## config.mk

```make
export PLATFORM = sky130hd
export DESIGN_NAME = pc_pipe
export DESIGN_NICKNAME = d
export VERILOG_FILES = /design/src/rtl/pc_pipe.sv
export SDC_FILE = /design/constraint.sdc
export NUM_CORES = 1
export LEC_CHECK = 0
export ABC_AREA = 1
export ABC_CLOCK_PERIOD_IN_PS = 2100
export BUFFER_PORTS_ARGS = -buffer_cell sky130_fd_sc_hd__buf_2
export CORE_MARGIN = 1
export CORE_UTILIZATION = 35
export CTS_CLUSTER_DIAMETER = 60
export DETAILED_ROUTE_END_ITERATION = 10
export GPL_TIMING_DRIVEN = 0
export PLACE_DENSITY_LB_ADDON = 0.12
export SYNTH_ARGS = -nofsm -noshare
export SYNTH_HDL_FRONTEND = slang
export SYNTH_SLANG_ARGS = --single-unit
```

## constraint.sdc

```tcl
create_clock -name clk -period 2.1 [get_ports clk]
set_input_delay 0.42 -clock clk [delete_from_list [all_inputs] [get_ports clk]]
set_output_delay 0.42 -clock clk [all_outputs]
set_load 0.03 [all_outputs]
```

## src/rtl/pc_pipe.sv

```systemverilog
// pc_pipe: program-counter unit for the ARMv4 front end.
// Produces the fetch address and carries PC, instruction-set state and a
// valid bit through decode and execute. Exception, branch and sequential
// redirects are arbitrated here; wrong-path stages are flushed on redirect.
module pc_pipe #(
  parameter int unsigned          ADDR_W    = 32,
  parameter logic [ADDR_W-1:0]    RESET_VEC = '0,
  parameter logic [ADDR_W-1:0]    VEC_BASE  = '0
) (
  input  logic              clk,
  input  logic              rst_n,
  input  logic              en,
  input  logic              i_exc_valid,
  input  logic [2:0]        i_exc_idx,
  input  logic              i_pc_en,
  input  logic [ADDR_W-1:0] i_pc_reg,
  input  logic              i_pc_thumb,
  output logic [ADDR_W-1:0] o_pc,
  output logic [ADDR_W-1:0] o_pc_next,
  output logic              o_thumb,
  output logic [ADDR_W-1:0] o_dec_pc,
  output logic [ADDR_W-1:0] o_ex_pc,
  output logic              o_dec_valid,
  output logic              o_ex_valid,
  output logic              o_dec_thumb,
  output logic              o_ex_thumb,
  output logic [ADDR_W-1:0] o_ex_pc_read,
  output logic              o_flush
);

  // Low two bits of the reset vector are never honoured.
  localparam logic [ADDR_W-1:0] RST_PC = RESET_VEC & ~ADDR_W'(3);

  // Clear the bits that cannot be set for the given instruction set.
  function automatic logic [ADDR_W-1:0] align_pc(input logic [ADDR_W-1:0] addr,
                                                 input logic              thumb);
    align_pc = thumb ? (addr & ~ADDR_W'(1)) : (addr & ~ADDR_W'(3));
  endfunction

  // Sequential fetch step: one halfword in Thumb, one word in ARM.
  function automatic logic [ADDR_W-1:0] seq_step(input logic thumb);
    seq_step = thumb ? ADDR_W'(2) : ADDR_W'(4);
  endfunction

  // Architectural PC read offset: two instructions ahead of execute.
  function automatic logic [ADDR_W-1:0] read_off(input logic thumb);
    read_off = thumb ? ADDR_W'(4) : ADDR_W'(8);
  endfunction

  logic [ADDR_W-1:0] pc_p0, pc_p1, pc_p2;
  logic              thumb_p0, thumb_p1, thumb_p2;
  logic              vld_p1, vld_p2;
  logic [ADDR_W-1:0] pc_nxt;
  logic              thumb_nxt;
  logic [ADDR_W-1:0] exc_vec;

  assign exc_vec = (VEC_BASE + (ADDR_W'(i_exc_idx) << 2)) & ~ADDR_W'(3);

  // Next fetch address select: exception, then branch, then sequential.
  always_comb begin
    pc_nxt    = pc_p0 + seq_step(thumb_p0);
    thumb_nxt = thumb_p0;
    if (i_exc_valid) begin
      pc_nxt    = exc_vec;
      thumb_nxt = 1'b0;
    end else if (i_pc_en) begin
      pc_nxt    = align_pc(i_pc_reg, i_pc_thumb);
      thumb_nxt = i_pc_thumb;
    end
  end

  assign o_flush = en & (i_exc_valid | i_pc_en);

  // ---- fetch stage (p0) ----
  // Fetch PC and mode register; holds while stalled.
  always_ff @(posedge clk or negedge rst_n) begin
    if (!rst_n) begin
      pc_p0    <= RST_PC;
      thumb_p0 <= 1'b0;
    end else if (en) begin
      pc_p0    <= pc_nxt;
      thumb_p0 <= thumb_nxt;
    end
  end

  // ---- decode stage (p1) ----
  // Fetched instruction enters decode; a redirect marks it wrong-path.
  always_ff @(posedge clk or negedge rst_n) begin
    if (!rst_n) begin
      pc_p1    <= '0;
      thumb_p1 <= 1'b0;
      vld_p1   <= 1'b0;
    end else if (en) begin
      pc_p1    <= pc_p0;
      thumb_p1 <= thumb_p0;
      vld_p1   <= ~o_flush;
    end
  end

  // ---- execute stage (p2) ----
  // Decode moves to execute; the redirecting instruction itself is kept.
  always_ff @(posedge clk or negedge rst_n) begin
    if (!rst_n) begin
      pc_p2    <= '0;
      thumb_p2 <= 1'b0;
      vld_p2   <= 1'b0;
    end else if (en) begin
      pc_p2    <= pc_p1;
      thumb_p2 <= thumb_p1;
      vld_p2   <= vld_p1 & ~o_flush;
    end
  end

  assign o_pc         = pc_p0;
  assign o_pc_next    = pc_nxt;
  assign o_thumb      = thumb_p0;
  assign o_dec_pc     = pc_p1;
  assign o_dec_valid  = vld_p1;
  assign o_dec_thumb  = thumb_p1;
  assign o_ex_pc      = pc_p2;
  assign o_ex_valid   = vld_p2;
  assign o_ex_thumb   = thumb_p2;
  assign o_ex_pc_read = pc_p2 + read_off(thumb_p2);

endmodule
```

## Word level (Yosys, flattened, before mapping)

Cells that the tools add are included.

- Add/subtract/negate cells: 2
- Muxes and demuxes: 7
- Bitwise operators: 4
- Reduce and logical (&&, ||, !) cells: 2

Operators by type and width:

| cell | count |
|---|---|
| $mux 32 | 2 |
| $add 32x3->32 | 1 |
| $add 32x4->32 | 1 |
| $mux 4 | 1 |
| $mux 3 | 1 |
| $and 1x1->1 | 2 |
| $mux 1 | 2 |
| $mux 2 | 1 |
| $reduce_and 2->1 | 1 |
| $reduce_bool 2->1 | 1 |
| $not 1->1 | 1 |
| $or 1x1->1 | 1 |

- Flip-flop bits (word level): 101
- Output and inout port bits: 166

## Longest topological paths before layout

- Word-level depth: 4
- Mapped depth: 13

## Worst setup path before layout

OpenSTA, ideal clock, no wires.

- Path kind: flip-flop to output port
- Start: register thumb_p0 (netlist: o_thumb)
- End: output o_pc_next[19]
- Arrival time: 2473 ps
- Data required time: 1680 ps
- Path slack: -793 ps
- Stages on the path, launching flop included: 9
- Path buffers: 0
- Cells stage by stage: dfrtp_1 > ha_1 > inv_1 > fa_1 > nor2_4 > nand3b_1 > o21bai_1 > nand2_1 > a21boi_0

- Word-level cells in the longest chain between the ends: 4

Ends and longest elaborated chain:

| item | line | source |
|---|---|---|
| start, declared | 51 | `logic thumb_p0, thumb_p1, thumb_p2;` |
| start signal, assigned | 82 | `thumb_p0 <= thumb_nxt;` |
| $mux 3 | 42 | `seq_step = thumb ? ADDR_W'(2) : ADDR_W'(4);` |
| $add 32x3->32 | 61 | `pc_nxt = pc_p0 + seq_step(thumb_p0);` |
| $mux 32 | 66 | `end else if (i_pc_en) begin` |
| $mux 32 | 63 | `if (i_exc_valid) begin` |
| end, declared | 19 | `output logic [ADDR_W-1:0] o_pc_next,` |

Every way passes these cells.

## Worst setup path after layout

- Start: register thumb_p2 (netlist: o_ex_thumb)
- End: output o_ex_pc_read[26]

- Word-level cells in the longest chain between the ends: 2

Ends and longest elaborated chain:

| item | line | source |
|---|---|---|
| start, declared | 51 |  |
| start signal, assigned | 109 | `thumb_p2 <= thumb_p1;` |
| $mux 4 | 47 | `read_off = thumb ? ADDR_W'(4) : ADDR_W'(8);` |
| $add 32x4->32 | 123 | `assign o_ex_pc_read = pc_p2 + read_off(thumb_p2);` |
| end, declared | 27 | `output logic [ADDR_W-1:0] o_ex_pc_read,` |

Every way passes these cells.

==> results by group <==
Layout
  • Multi-input combinational cell area: 3930 um^2
  • Register Area: 2540 um^2
  • Final net count: 1160
  • Antenna Diode Count: 0
  • Fillers: 1546
  • Synthesis-to-layout area growth: 61.3%
  • Layout cell share with drive strength beyond 1: 43.0%

GRT
  • First-pass GRT wire length: 34700 um
  • Pin count of the biggest net entering global routing: 60
  • GRT Residual Overflow: 0
  • Vias in the first global route: 6267
  • GRT Util Overall: 25.9%
  • Initial antenna violation count: 0

STA
  • F_max: 354 MHz
  • Final period util: 135%
  • Final setup violation count: 62
  • Hold Violations, Final: 0
  • Tightest hold margin: 150 ps
  • Final max-slew violation count: 0
  • Unrepaired setup endpoints after global routing: yes
  • Setup tns final: -32040 ps
  • Rel. slew slack: 38.2%
  • Transition time of the tightest slew-check pin: 927 ps
  • Worst setup margin: -729 ps
  • Minimum clock period: 2830 ps
  • Worst Skew: 9.20 ps

Synth
  • Post-synth ARST share: 100%
  • Synth Warn #: 0
  • Ys flop type: dfrtp_1
  • Mapped Nets: 875
  • Number of synthesized register bits: 101
  • EDFF count, synth: 0
  • Avg Synthesized Cell Area: 7.13 um^2
  • Count of cell types in the netlist: 38
  • Cell count after synthesis: 828
  • Post-synthesis sequential area ratio: 42.8%
  • Synthesized cell area: 5900 um^2

Outcome
  • Status: finished, violations left
  • Failing checks: setup timing

Floorplanning
  • Die H: 132 um
  • Die area: 17400 um^2
  • Core Box Area: 16500 um^2
  • Row count: 47
  • I/O pin cnt: 207
  • Starting density of the core: 35.7%
  • Die X-Extent: 132 um

CTS
  • TritonCTS clock tree: built
  • Reg clk slew, reported paths: 70 ps
  • Clock latency on the worst-skew pair: 360 ps
  • Hold Buf Count CTS: 0
  • Num CTS Buffers: 9
  • H-tree depth: 3
  • Clk root buf: clkbuf_16
  • Clock tree buffer depth: 2
  • Clk sinks: 101

Detailed routing
  • Via Count: 6575
  • ANT nets after route: 0
  • Residual DRC count: 0
  • Routed wire length: 22700 um
  • Drt via density: 4.91
  • Number of DRC markers in iteration 0: 545
  • DRT Pass-1 Iters: 5
  • Routed len/inst: 17.0 um

Pwr
  • Maximum vdd ir drop: 0.366 mV
  • Power per cell area: 674 nW/um^2
  • Leakage: 0.00454 uW

Place
  • RePlAce Congestion: 0.943
  • Post-DP HPWL: 16700 um
  • # port buffers: 205

Setup path
  • Slowest stage delay, CP: 390 ps
  • Required @ worst endpoint: 1680 ps
  • Worst setup EP type: output pin
  • CP startpoint kind: register
  • Crit-path cells: ha_4 > inv_2 > fa_2 > inv_2 > nand3_4 > nor2_4 > nand2_4 > nor2_8 > nand3_4 > nor2_4 > xor2_4 > buf_6
  • Worst Path Arrival: 2410 ps
  • Setup Crit Path Kind: register to output pin
  • FF-to-FF setup slack: -570 ps
  • FF-to-FF Start: o_thumb$_DFFE_PN0P_
  • Slowest CP cell: dfrtp_2
  • Register-to-Register Path Depth: 16
  • FF-to-FF End: o_pc[11]$_DFFE_PN0P_
  • CP max FO: 4

Run
  • Max-Cap Viols: 0

Hold path
  • Hold WC Path Type: input pin to async pin
flip-flops by register name, summed over array words and instances (netlist names):
register and count:
o_dec_pc 32, o_ex_pc 32, o_pc 32, o_dec_thumb 1, o_dec_valid 1, o_ex_thumb 1
o_ex_valid 1, o_thumb 1
cell type report:
type / instances / area share, %
flip-flops and latches: 101 / 26.7
clock inverters: 6 / 0.460
inverters: 83 / 3.56
plain buffers: 31 / 1.31
repair buffers: 274 / 21.3
multi-input cells: 613 / 41.2
clock buffers: 10 / 2.51
well taps: 220 / 2.89
cells by family (layout without fill, tap and decap cells):
logic type / after synthesis / count (layout) / share of synthesized area (%)
xor gates and xnor gates: 28 / 28 / 4.15
DFF: 101 / 101 / 42.8
buffers and inverters: 114 / 404 / 7.40
and+or+nand+nor: 484 / 484 / 35.5
AOI/OAI and AO/OA: 95 / 95 / 8.56
adders and majority gates: 6 / 6 / 1.53
cell usage after synthesis (2+ instances only):
cell type	n	area [um^2]
o21ai_1	7	35.0
nor3_1	2	10.0
xnor2_1	2	17.5
inv_2	4	15.0
a31oi_1	3	18.8
ha_1	4	50.1
nand2_2	3	18.8
fa_1	2	40.0
buf_1	3	11.3
nor3_4	2	32.5
buf_4	2	15.0
o21bai_1	2	15.0
o21ai_0	74	370
nand2_1	281	1050
nand4_1	8	50.1
clkbuf_1	25	93.8
nor4_1	3	18.8
nor2_1	89	334
dfrtp_1	101	2530
nor2_2	12	75.1
nor3_2	2	20.0
inv_1	79	297
nand3_1	63	315
nor2_4	3	33.8
and2_1	11	68.8
xor2_1	26	228
a21oi_1	2	10.0
o211ai_1	3	22.5
placed cells by master (no fill, tap or decap), types with 24 or more instances in the layout:
| master | instances |
|---|---|
| buf_6 | 82 |
| o21ai_0 | 66 |
| nand2_2 | 35 |
| inv_1 | 65 |
| nand2_1 | 241 |
| nand3_1 | 33 |
| dfrtp_1 | 91 |
| buf_2 | 152 |
| nor2_1 | 78 |
| buf_4 | 40 |
| nand3_2 | 24 |
| clkbuf_1 | 25 |
worst max-delay path: cells and delay by family (launching register included):
kind / cells / cell delay, ps
xor+xnor: 1 / 160
fa+ha+maj: 2 / 520
buf+inv: 3 / 260
flops: 1 / 390
simple gates: 6 / 720
report_power, final:
part | internal (uW) | switching (uW)
Clock | 848 | 836
Sequential | 2150 | 294
Combinational | 806 | 1480
per-stage QoR:
step / utilization [%] / total power, uW / instance area, um^2 / setup WS, ps / std cells
2_1_floorplan: - / 3670 / 6340 / -440 / 828
3_3_place_gp: 46.3 / 4320 / 7650 / -814 / 1253
3_5_place_dp: 46.5 / 4340 / 7680 / -538 / 1254
4_1_cts: 54.6 / 6300 / 9020 / -761 / 1321
5_1_grt: 57.6 / 6670 / 9520 / -833 / 1338
6_report: 57.6 / 6420 / 9520 / -729 / 1338
layer usage:
layer  share of wire (%)  up-vias  global-route usage (%)
met2                  47      250                    42.6
met3                 5.8       40                    3.46
met5                   0        -                       0
li1                    -     3172                       -
met4                 3.0        0                    9.17
met1                  44     3113                    34.9
what timing repair did:
action / CTS / global route
buffers inserted: 51 / 36
pin swaps: 55 / 48
gates resized for setup: 194 / 94
setup endpoints to repair: 59 / 69
gates cloned: 0 / 0
how the worst max path moves through the flow:
stage | cells after the start | startpoint | endpoint | slack, ps
4_1_cts | 12 | o_ex_pc[2]$_DFFE_PN0P_ | o_ex_pc_read[30] | -760
3_3_place_gp | 1 | rst_n | o_pc[2]$_DFFE_PN0P_ | -810
3_5_place_dp | 12 | o_ex_thumb$_DFFE_PN0P_ | o_ex_pc_read[24] | -540
5_1_grt | 12 | o_ex_thumb$_DFFE_PN0P_ | o_ex_pc_read[24] | -830
6_report | 12 | o_ex_thumb$_DFFE_PN0P_ | o_ex_pc_read[26] | -730
2_1_floorplan | 11 | o_ex_thumb$_DFFE_PN0P_ | o_ex_pc_read[24] | -440
(Power assumes the default switching activity.)
